[src/rtl/sprite_fetcher.sv]
// Sprite fetcher: walks lx across the line, fetches chain hits from VRAM and merges them into an 8-slot pixel shifter.
// Optional macro SPRITE_FETCH_COUNT_EN adds a saturating per-line fetch counter output (fetch_count).
module sprite_fetcher #(
    parameter int VRAM_LAT = 1,
    parameter int LINE_END = 168
) (
    input  logic        clk,
    input  logic        rst,
    input  logic        line_start,
    output logic [7:0]  lx,
    output logic        query,
    input  logic [14:0] chain_d,
    input  logic        chain_valid,
    output logic [12:0] vram_addr,
    output logic        vram_re,
    input  logic [7:0]  vram_d,
    input  logic        pixel_advance,
    output logic        stall,
    output logic [1:0]  spr_color,
    output logic        spr_palette,
    output logic        spr_priority,
    output logic        busy
`ifdef SPRITE_FETCH_COUNT_EN
    ,
    output logic [3:0]  fetch_count
`endif
);

    typedef enum logic [2:0] {IDLE, QUERY, ADDR_LO, WAIT_LO, ADDR_HI, WAIT_HI, MERGE} state_t;

    typedef struct packed {
        logic [1:0] color;
        logic       pal;
        logic       pri;
    } slot_t;

    typedef slot_t [7:0] row_t;

    state_t     state, state_d;
    logic [1:0] wcnt;
    row_t       shift_q;
    logic [7:0] tile_q;
    logic [2:0] dy_q;
    logic       xflip_q, pal_q, pri_q;
    logic [7:0] lo_q;
    logic       take_hit, cap_lo, do_merge, do_adv;
    logic       unused_yflip;

    // y-flip is already folded into dy by the chain
    assign unused_yflip = chain_d[2];

    // Earlier-fetched pixels stay put; only transparent slots take the new sprite's opaque pixels.
    function automatic row_t merge_row(input row_t cur, input logic [7:0] lo, input logic [7:0] hi,
                                       input logic xflip, input logic pal, input logic pri);
        row_t       r;
        logic [2:0] b;
        logic [1:0] c;
        r = cur;
        for (int i = 0; i < 8; i++) begin
            b = xflip ? 3'(i) : 3'(7 - i);
            c = {hi[b], lo[b]};
            if (r[i].color == 2'd0 && c != 2'd0) r[i] = '{color: c, pal: pal, pri: pri};
        end
        return r;
    endfunction

    always_comb begin
        state_d   = state;
        query     = 1'b0;
        stall     = 1'b0;
        vram_re   = 1'b0;
        vram_addr = '0;
        take_hit  = 1'b0;
        cap_lo    = 1'b0;
        do_merge  = 1'b0;
        do_adv    = 1'b0;
        case (state)
            IDLE: ;
            QUERY: begin
                query = 1'b1;
                if (chain_valid) begin
                    stall    = 1'b1;
                    take_hit = 1'b1;
                    state_d  = ADDR_LO;
                end else if (pixel_advance) begin
                    do_adv = 1'b1;
                    if (lx == 8'(LINE_END - 1)) state_d = IDLE;
                end
            end
            ADDR_LO: begin
                stall     = 1'b1;
                vram_re   = 1'b1;
                vram_addr = {1'b0, tile_q, dy_q, 1'b0};
                state_d   = WAIT_LO;
            end
            WAIT_LO: begin
                stall = 1'b1;
                if (wcnt == 2'(VRAM_LAT - 1)) begin
                    cap_lo  = 1'b1;
                    state_d = ADDR_HI;
                end
            end
            ADDR_HI: begin
                stall     = 1'b1;
                vram_re   = 1'b1;
                vram_addr = {1'b0, tile_q, dy_q, 1'b1};
                state_d   = (VRAM_LAT == 1) ? MERGE : WAIT_HI;
            end
            WAIT_HI: begin
                stall = 1'b1;
                if (wcnt == 2'(VRAM_LAT - 2)) state_d = MERGE;
            end
            MERGE: begin
                stall    = 1'b1;
                do_merge = 1'b1;
                state_d  = QUERY;
            end
            default: state_d = IDLE;
        endcase
        if (line_start) state_d = QUERY;
    end

    always_ff @(posedge clk) begin
        if (!rst) begin
            state   <= IDLE;
            wcnt    <= '0;
            lx      <= '0;
            busy    <= 1'b0;
            shift_q <= '0;
        end else begin
            state <= state_d;
            wcnt  <= (state_d != state) ? 2'd0 : wcnt + 2'd1;
            if (line_start) begin
                lx      <= '0;
                busy    <= 1'b1;
                shift_q <= '0;
            end else if (do_adv) begin
                lx      <= lx + 8'd1;
                shift_q <= row_t'({4'b0, shift_q[7:1]});
                if (lx == 8'(LINE_END - 1)) busy <= 1'b0;
            end else if (do_merge) begin
                // high plane is consumed straight off the bus in the cycle it arrives
                shift_q <= merge_row(shift_q, lo_q, vram_d, xflip_q, pal_q, pri_q);
            end else if (state == IDLE) begin
                shift_q <= '0;
            end
        end
    end

    always_ff @(posedge clk) begin
        if (take_hit) begin
            dy_q    <= chain_d[14:12];
            tile_q  <= chain_d[11:4];
            xflip_q <= chain_d[1];
            pal_q   <= chain_d[0];
            pri_q   <= chain_d[3];
        end
        if (cap_lo) lo_q <= vram_d;
    end

    assign spr_color    = shift_q[0].color;
    assign spr_palette  = shift_q[0].pal;
    assign spr_priority = shift_q[0].pri;

`ifdef SPRITE_FETCH_COUNT_EN
    logic [3:0] fcnt;

    always_ff @(posedge clk) begin
        if (!rst || line_start) fcnt <= '0;
        else if (do_merge && fcnt != 4'd10) fcnt <= fcnt + 4'd1;
    end

    assign fetch_count = fcnt;
`endif

endmodule

[config.mk]
export PLATFORM = sky130hd
export DESIGN_NAME = sprite_fetcher
export DESIGN_NICKNAME = d
export VERILOG_FILES = /design/src/rtl/sprite_fetcher.sv
export SDC_FILE = /design/constraint.sdc
export NUM_CORES = 1
export LEC_CHECK = 0
export CORE_AREA = 2 2 92 94
export DETAILED_ROUTE_END_ITERATION = 6
export DIE_AREA = 0 0 94 96
export PLACE_DENSITY_LB_ADDON = 0.08
export SYNTH_ARGS = -nofsm -noshare
export SYNTH_HDL_FRONTEND = slang
export SYNTH_SLANG_ARGS = --single-unit
[constraint.sdc]
create_clock -name clk -period 2 [get_ports clk]
set_input_delay 0.5 -clock clk [delete_from_list [all_inputs] [get_ports clk]]
set_output_delay 0.5 -clock clk [all_outputs]
set_load 0.1 [all_outputs]
## Yosys cells after proc, flatten, opt, wreduce, memory -nomap -nowiden

Cells that the tools add are included.

- Register bits after elaboration: 68
- Output and inout port bits: 29
- Word-level logic and storage cells: 179

- Add/sub/neg operators: 2
- Magnitude comparators: 8
- Eq/ne operators: 17
- Mux-type cells: 73
- Bitwise gates (word level): 1
- Reductions and logical operators: 44

Operator list:

| kind | number |
|---|---|
| $mux W32 | 2 |
| $bmux W1 S3 | 16 |
| $mux W3 | 14 |
| $lt A3 B4 Y1 const B | 8 |
| $mux W4 | 8 |
| $mux W1 | 29 |
| $mux W28 | 1 |
| $pmux W12 S2 | 1 |
| $reduce_bool A2 Y1 | 11 |
| $ne A3 B1 Y1 const B | 7 |
| $pmux W3 S7 | 1 |
| $logic_not A2 Y1 | 9 |
| $reduce_and A2 Y1 | 9 |
| $eq A3 B3 Y1 const B | 3 |
| $add A8 B1 Y8 const B | 1 |
| $eq A8 B8 Y1 const B | 1 |
| $logic_and A1 B1 Y1 | 8 |
| $eq A3 B2 Y1 const B | 2 |
| $reduce_or A2 Y1 | 3 |
| $reduce_or A5 Y1 | 1 |
| $eq A3 B1 Y1 const B | 1 |
| $logic_not A3 Y1 | 1 |
| $ne A3 B3 Y1 | 1 |
| $reduce_bool A3 Y1 | 1 |
| other kinds (6) | 6 |

## Longest topological paths before layout

Gate-level depths: netlist of run 1.

- Depth after elaboration: 8
- Mapped depth: 7
- Depth with buffers taken out: 6

## Worst setup path before layout of run 1

OpenSTA, ideal clock, no wires.

- Path kind: register -> output
- From: register state[1]
- To: output port vram_addr[10]
- Arrival: 2.788 ns
- Required time: 1.500 ns
- Setup slack: -1.288 ns
- Stages on the path, launching flop included: 6
- Buffers on the path: 2
- Cell sequence: dfxtp_1 > clkbuf_1 > nand2_1 > a21oi_1 > clkbuf_1 > and2_1

- Word-level cells in the longest chain between the ends: 2
- Elaborated cells on any way between the ends: 3
- Classes of those cells: eq/ne: 2; mux: 1

Ends and longest elaborated chain:

| what | RTL line | source |
|---|---|---|
| start: declaration | 39 | `state_t state, state_d;` |
| start signal: assignment | 131 | `state <= state_d;` |
| $eq A3 B3 Y1 / $eq A3 B2 Y1 (equally long branches) | 77 | `case (state)` |
| $pmux W12 S2 * | 77 |  |
| end: declaration | 14 | `output logic [12:0] vram_addr,` |

Mark *: on every way between the ends. The rest lies on a longest branch, timed or not.

## Final worst setup path of run 1

- From: register state[2]
- To: output port vram_addr[6]

Same word-level chain as after synthesis.

==> metrics.md, run 1 <==
| Metric | Value |
|---|---|
| Die ar. | `9020 sq um` |
| Mapped Area | `3530 sq um` |
| Largest cells by area after synthesis | `dfxtp_1 26%, edfxtp_1 19%, a21oi_1 4.5%, mux2i_1 4.5%, nor2_1 4.0%` |
| Clock Latency Late Sink | `0.34 ns` |
| # port buffers | `54` |
| Crit path arrival time | `1.53 ns` |
| Pwr per Cell Area | `580 nW/um^2` |
| Most used cell along the critical path | `buf_6` |
| Avg WL per Cell | `15.9 microns` |
| Gr ovfl total | `0` |
| Post-synth ARST share | `0` |
| N_diodes | `0` |
| CP max FO | `6` |
| Worst path slowest cell | `dfxtp_4` |
| Worst-path clk slew | `0.07 ns` |
| YS warnings | `0` |
| Min-delay src | `wcnt[0]` |
| Depth of the CTS H-tree | `3` |
| TNS Setup | `-0.327 ns` |
| Syn Inst Count | `378` |
| Worst R2R Setup Slack | `0.09 ns` |
| Final Hold Viols | `0` |
| Io pins | `57` |
| Routed WL | `9060 microns` |
| Post-detailed-route count of antenna-violating nets | `0` |
| Drt pass-1 iters | `5` |
| CTS Buffer Depth | `2` |
| CP Class | `register to primary output` |
| Via count | `3187` |
| RSZ-0062 raised after global routing | `true` |
| First-pass GRT wire length | `15000 microns` |
| Sink Count | `68` |
| Num CTS Buffers | `9` |
| Die W | `94 microns` |
| Hold endpoint | `wcnt[0]` |
| Final Cycle Share | `1.02` |
| Register bit total from synthesis | `68` |
| Status | `complete, but fails checks` |
| Starting density of the core | `0.438` |
| Mapped Avg Cell Area | `9.33 sq um` |
| DRC | `0` |
| Final Max Tran Viols | `0` |
| Initial antenna violation count | `0` |
| CP peak stage delay | `0.39 ns` |
| Syn Nets | `409` |
| Crit path time final | `2.03 ns` |
| Worst-case reg-to-reg path depth | `6` |
| Maximum vdd drop | `0.000436 V` |
| Final HPWL DP | `6410 microns` |
| Total power draw | `2.91 mW` |
| Clock skew | `0.0125 ns` |
| Most frequent cell after synthesis | `dfxtp_1` |
| Die Y | `96 microns` |
| Worst setup margin | `-0.0335 ns` |
| Yosys cell types | `56` |
| Initial DRC Count | `139` |
| Req. time, crit path | `1.50 ns` |
| Core Rows | `33` |
| Layout cells sized above 1 | `0.241` |
| CP startpoint kind | `register` |
| Post-placement cell area | `4780 sq um` |
| Via/cell ratio | `5.60` |
| Leakage power | `1.89 nW` |
| Hold Path Class | `register to register` |
| Largest net degree at the start of global routing | `36` |
| RePlAce Congestion | `0.874` |
| RR Startpoint | `state[2]` |
| Final nets | `490` |
| Post-place setup slack | `-0.261 ns` |
| Main synth FF type | `dfxtp_1` |
| Core box area | `8050 sq um` |
| Total of max-cap violations | `0` |
| CP cell instances | `buf_6, nand2b_4, a21oi_4, buf_6, and2_4, buf_12` |
| Vias in the first global route | `3196` |
| Post-synth EDFFs | `22` |
| Synth cell count leaders | `46 x dfxtp_1, 38 x nor2_1, 32 x a21oi_1, 23 x nand2_1, 22 x edfxtp_1` |
| Crit end category | `primary output` |
| Final setup violation count | `11` |
| Area growth from synthesis to layout | `42.3%` |
| Max Fclk | `0.492 GHz` |
| Failing checks | `setup timing` |
| Total GRT Usage | `0.213` |
| Register area share after synthesis | `0.449` |
| Hold Crit Depth | `1` |
| Critical R2R Capture | `wcnt[1]` |
| CTS tree | `yes` |
| Clk root buf | `clkbuf_8` |
| Post-synth top area cell | `dfxtp_1` |
| Post-route cell area | `5020 sq um` |
| Top cell type's share of synthesized area | `0.261` |
[placed cells by master (no fill, tap or decap), types with 7 or more instances in the layout]
cell type | netlist | layout
a21oi_1 | 32 | 30
and2_4 | 0 | 12
buf_12 | 0 | 34
buf_4 | 5 | 34
clkbuf_8 | 0 | 9
clkdlybuf4s50_1 | 0 | 25
dfxtp_1 | 46 | 42
edfxtp_1 | 22 | 22
mux2i_1 | 16 | 16
nand2_1 | 23 | 22
nand3_1 | 15 | 15
nor2_1 | 38 | 36
nor3_1 | 7 | 7
o21ai_0 | 17 | 17
o311a_1 | 14 | 14
o31ai_1 | 7 | 7
or3_1 | 13 | 13
[per-stage QoR]
stage	hold slack, ns	utilization	cells
finish	0.465	0.623	569
global route	0.484	0.623	569
CTS	0.471	0.623	569
detailed placement	0.462	0.593	548
global placement	0.443	0.593	548
floorplan	0.422	-	378
[registers in the layout, indices dropped and copies added, names as in the netlist]
| name | cells |
|---|---|
| shift_q | 28 |
| wcnt | 2 |
| spr_priority | 1 |
| spr_color | 2 |
| dy_q | 3 |
| pal_q | 1 |
| busy | 1 |
| lx | 8 |
| lo_q | 8 |
| tile_q | 8 |
| spr_palette | 1 |
| pri_q | 1 |
| xflip_q | 1 |
| state | 3 |
[cell type report]
cell class              instances  area [sq um]
inverters                       5          18.8
flip-flops and latches         68          1590
well taps                     105           131
repair buffers                 99          1250
clock inverters                 4          18.8
fillers                       675          3030
multi-input cells             276          1870
clock buffers                  12           135
[how the worst max path moves through the flow]
stage	cells after the start	slack, ns	start	end
CTS	6	-0.04	state[2]	vram_addr[7]
global placement	5	-0.26	chain_valid	wcnt[0]
detailed placement	5	-0.26	chain_valid	wcnt[0]
finish	6	-0.03	state[2]	vram_addr[6]
floorplan	4	0.003	state[0]	stall
global route	6	-0.11	state[2]	vram_addr[5]
[metal layers]
metal,GRT usage,routed length [microns],vias up
met3,0.0470,420,9
met2,0.365,4560,94
met4,0.0773,114,0
met5,0,0,-
li1,-,-,1590
met1,0.264,3970,1494
[timing repair]
item / in CTS / in global routing
endpoints found under the setup margin: 13 / 13
cloned: 1 / 0
resized for setup: 19 / 0
pin swaps: 11 / 0
hold buffers: 0 / 0
setup buffers: 4 / 0
[cells by family (layout without fill, tap and decap cells)]
family                     count (synthesis)  after routing  share of synthesized area
muxes                                     17             17                     0.0486
other                                      1              1                    0.00106
adders and majority gates                  3              3                     0.0106
DFF                                       68             68                      0.449
xor gates and xnor gates                   6              6                     0.0149
buffers and inverters                     34            120                     0.0447
and+or+nand+nor                          137            137                      0.203
AOI/OAI and AO/OA                        112            112                      0.229
[critical path: cells and delay by family (launching register included)]
kind                   cells  cell delay, ns
DFF                        1            0.39
and+or+nand+nor            2            0.21
buffers and inverters      3            0.42
AOI/OAI and AO/OA          1            0.17
[power breakdown]
part	switching, mW	internal (mW)	leakage (nW)
sequential	0.0197	1.45	0.576
clock	0.511	0.441	0.0816
combinational	0.269	0.215	1.23
total	0.800	2.11	1.89
(Power assumes the default switching activity.)
==> run 2, diff against run 1 <==
- CORE_AREA: 2 2 92 94 -> 2 2 89 91
- DIE_AREA: 0 0 94 96 -> 0 0 91 93
==> run 2 against run 1 <==
Net effect:
- the run still ends with setup timing left
- first-iteration DRC count up 24%
- via count up 2.6%
- clock skew down 0.0048 ns
- sequential share of layout area down 0.79 points
- count of clock-buffer cells in the layout down 2
- core utilization up 6.1 points
- combinational power about the same
- hold slack better by 0.0015 ns
- final cell count up 0.35%
- final area up 2.6%
- routed wire length up 2.0%
- register-to-register slack better by 0.02 ns
- critical path type unchanged
- largest power group unchanged
- highest routed layer unchanged
==> metrics.md, run 2 (synthesized netlist as in run 1, its figures left out) <==
| Metric | Value |
|---|---|
| Layout cells sized above 1 | `0.258 (+0.0166)` |
| Total of max-cap violations | `0 (unchanged)` |
| First-pass GRT wire length | `15700 microns (+4.3%)` |
| Maximum vdd drop | `0.000353 V (-19%)` |
| Crit end category | `primary output` |
| Gr ovfl total | `0 (unchanged)` |
| CTS tree | `yes` |
| Io pins | `57 (unchanged)` |
| Failing checks | `setup timing` |
| Core Rows | `32 (-3.0%)` |
| Clock power share | `0.411 (+0.084)` |
| Pwr per Cell Area | `645 nW/um^2 (+11%)` |
| Worst setup margin | `-0.0572 ns (-0.0236 ns)` |
| Die ar. | `8460 sq um (-6.2%)` |
| TNS Setup | `-0.604 ns (-0.277 ns)` |
| N_diodes | `0 (unchanged)` |
| Sequential share of power | `0.443 (-0.063)` |
| Post-detailed-route count of antenna-violating nets | `0 (unchanged)` |
| Starting density of the core | `0.468 (+0.0305)` |
| Initial antenna violation count | `0 (unchanged)` |
| Crit path arrival time | `1.56 ns (+0.03 ns)` |
| Switch share | `0.261 (-0.0136)` |
| Final Cycle Share | `1.03 (+0.0118)` |
| Routed WL | `9250 microns (+2.0%)` |
| Crit path time final | `2.06 ns (+0.0236 ns)` |
| Final Hold Viols | `0 (unchanged)` |
| CP startpoint kind | `register` |
| Final setup violation count | `12 (+1)` |
| Final HPWL DP | `6500 microns (+1.4%)` |
| Clock Latency Late Sink | `0.34 ns (about the same)` |
| Die Y | `93 microns (-3.1%)` |
| RePlAce Congestion | `0.783 (-10%)` |
| CP max FO | `6 (unchanged)` |
| Cts hold-fix bufs | `0 (unchanged)` |
| Vias in the first global route | `3245 (+1.5%)` |
| Hold Path Class | `register to register` |
| Commonest non-fill, non-tap cells in the layout | `42 x dfxtp_1, 40 x buf_4, 36 x nor2_1` |
| Die W | `91 microns (-3.2%)` |
| Largest net degree at the start of global routing | `36 (unchanged)` |
| Footprint of the multi-input gates | `1880 sq um (+0.27%)` |
| Req. time, crit path | `1.50 ns (about the same)` |
| # port buffers | `54 (unchanged)` |
| Clk root buf | `clkbuf_8` |
| Area growth from synthesis to layout | `46.0%` |
| Post-place setup slack | `-0.253 ns (+0.00768 ns)` |
| Initial DRC Count | `173 (+24%)` |
| Final core occ | `0.684 (+0.0605)` |
| Internal power | `2.45 mW (+16%)` |
| Via count | `3269 (+2.6%)` |
| Final Max Tran Viols | `0 (unchanged)` |
| Final nets | `495 (+1.0%)` |
| Total GRT Usage | `0.230 (+0.0171)` |
| Fillers | `609 (-9.8%)` |
| DRC | `0 (unchanged)` |
| Sink Count | `68 (unchanged)` |
| Via/cell ratio | `5.73 (+2.2%)` |
| Num CTS Buffers | `9 (unchanged)` |
| Gate power share | `0.146 (-0.021)` |
| Avg WL per Cell | `16.2 microns (+1.7%)` |
| Register area | `1590 sq um (unchanged)` |
| Leakage power | `1.95 nW (+3.4%)` |
| CP Class | `register to primary output` |
| Core box area | `7530 sq um (-6.5%)` |
| Commonest non-fill, non-tap cell in the layout | `dfxtp_1` |
| Drt pass-1 iters | `5 (unchanged)` |
| RSZ-0062 raised after global routing | `true` |
| Clock skew | `0.00767 ns (-0.00480 ns)` |
| Max Fclk | `0.486 GHz (-1.1%)` |
| Top reg by flops | `shift_q` |
| Total power draw | `3.32 mW (+14%)` |
| Status | `complete, but fails checks` |
| Worst-path clk slew | `0.08 ns (about the same)` |
| Max FFs per register | `28 (unchanged)` |
| Sw power | `0.869 mW (+8.5%)` |
| Depth of the CTS H-tree | `3 (unchanged)` |
| CTS Buffer Depth | `2 (unchanged)` |
-- run 2: changes by cell type in the layout (fill, tap and decap cells not counted), moves of 2 or more --
cell / before / now
bufinv_16: 0 / 2
buf_4: 34 / 40
clkbuf_1: 3 / 0
clkinv_2: 3 / 0
inv_6: 0 / 2
clkinvlp_4: 0 / 2
-- run 2: worst paths after layout --
check                           startpoint      endpoint  slack (ns)  depth (start not counted)
worst max-delay path              state[2]  vram_addr[8]       -0.06                          7
worst min-delay path               wcnt[0]       wcnt[0]        0.47                          1
worst max register to register    state[2]    shift_q[5]        0.11                          7
worst min register to register     wcnt[0]       wcnt[0]        0.47                          1
-- run 2: power groups by stage --
stage	Combinational (mW)	Clock (mW)	Sequential, mW
finish	0.484	1.37	1.47
global route	0.517	1.45	1.47
CTS	0.477	1.39	1.47
detailed placement	0.470	0	1.51
global placement	0.465	0	1.50
floorplan	0.240	0	1.52
-- run 2: stage by stage --
| stage | hold WS (ns) | cell area (sq um) | cells |
|---|---|---|---|
| after floorplan | 0.422 | 3620 | 378 |
| after detailed placement | 0.453 | 4780 | 546 |
| after global routing | 0.485 | 5150 | 571 |
| after global placement | 0.439 | 4780 | 546 |
| final | 0.466 | 5150 | 571 |
| after CTS | 0.464 | 5090 | 566 |
-- run 2: repair_timing --
| action | in CTS | in global routing |
|---|---|---|
| endpoints found under the setup margin | 13 | 15 |
| pin swaps | 10 | 2 |
| gates resized for setup | 16 | 4 |
| gates cloned | 1 | 0 |
| setup buffers | 3 | 5 |
| hold endpoints to repair | 0 | 0 |
-- run 2: cell type report --
| class | instances | area share |
|---|---|---|
| inverter | 5 | 0.00413 |
| timing repair buffer | 104 | 0.250 |
| tap | 102 | 0.0248 |
| multi-input combinational | 276 | 0.365 |
| clock inverter | 6 | 0.0180 |
| clock buffer | 10 | 0.0289 |
| sequential | 68 | 0.309 |
-- run 2: worst max-delay path: stages (launching register included) --
cell	delay [ns]
dfxtp_4	0.36
buf_6	0.13
inv_4	0.06
nand2_4	0.05
a21oi_4	0.16
buf_6	0.14
and2_4	0.15
buf_12	0.17
-- run 2: per-layer routing --
metal	track usage	part of all wire	wire, microns	vias up
met2	0.409	0.53	4860	81
met1	0.281	0.42	3850	1578
li1	-	-	-	1593
met5	0	0	0	-
met3	0.0443	0.040	369	17
met4	0.0758	0.018	164	0
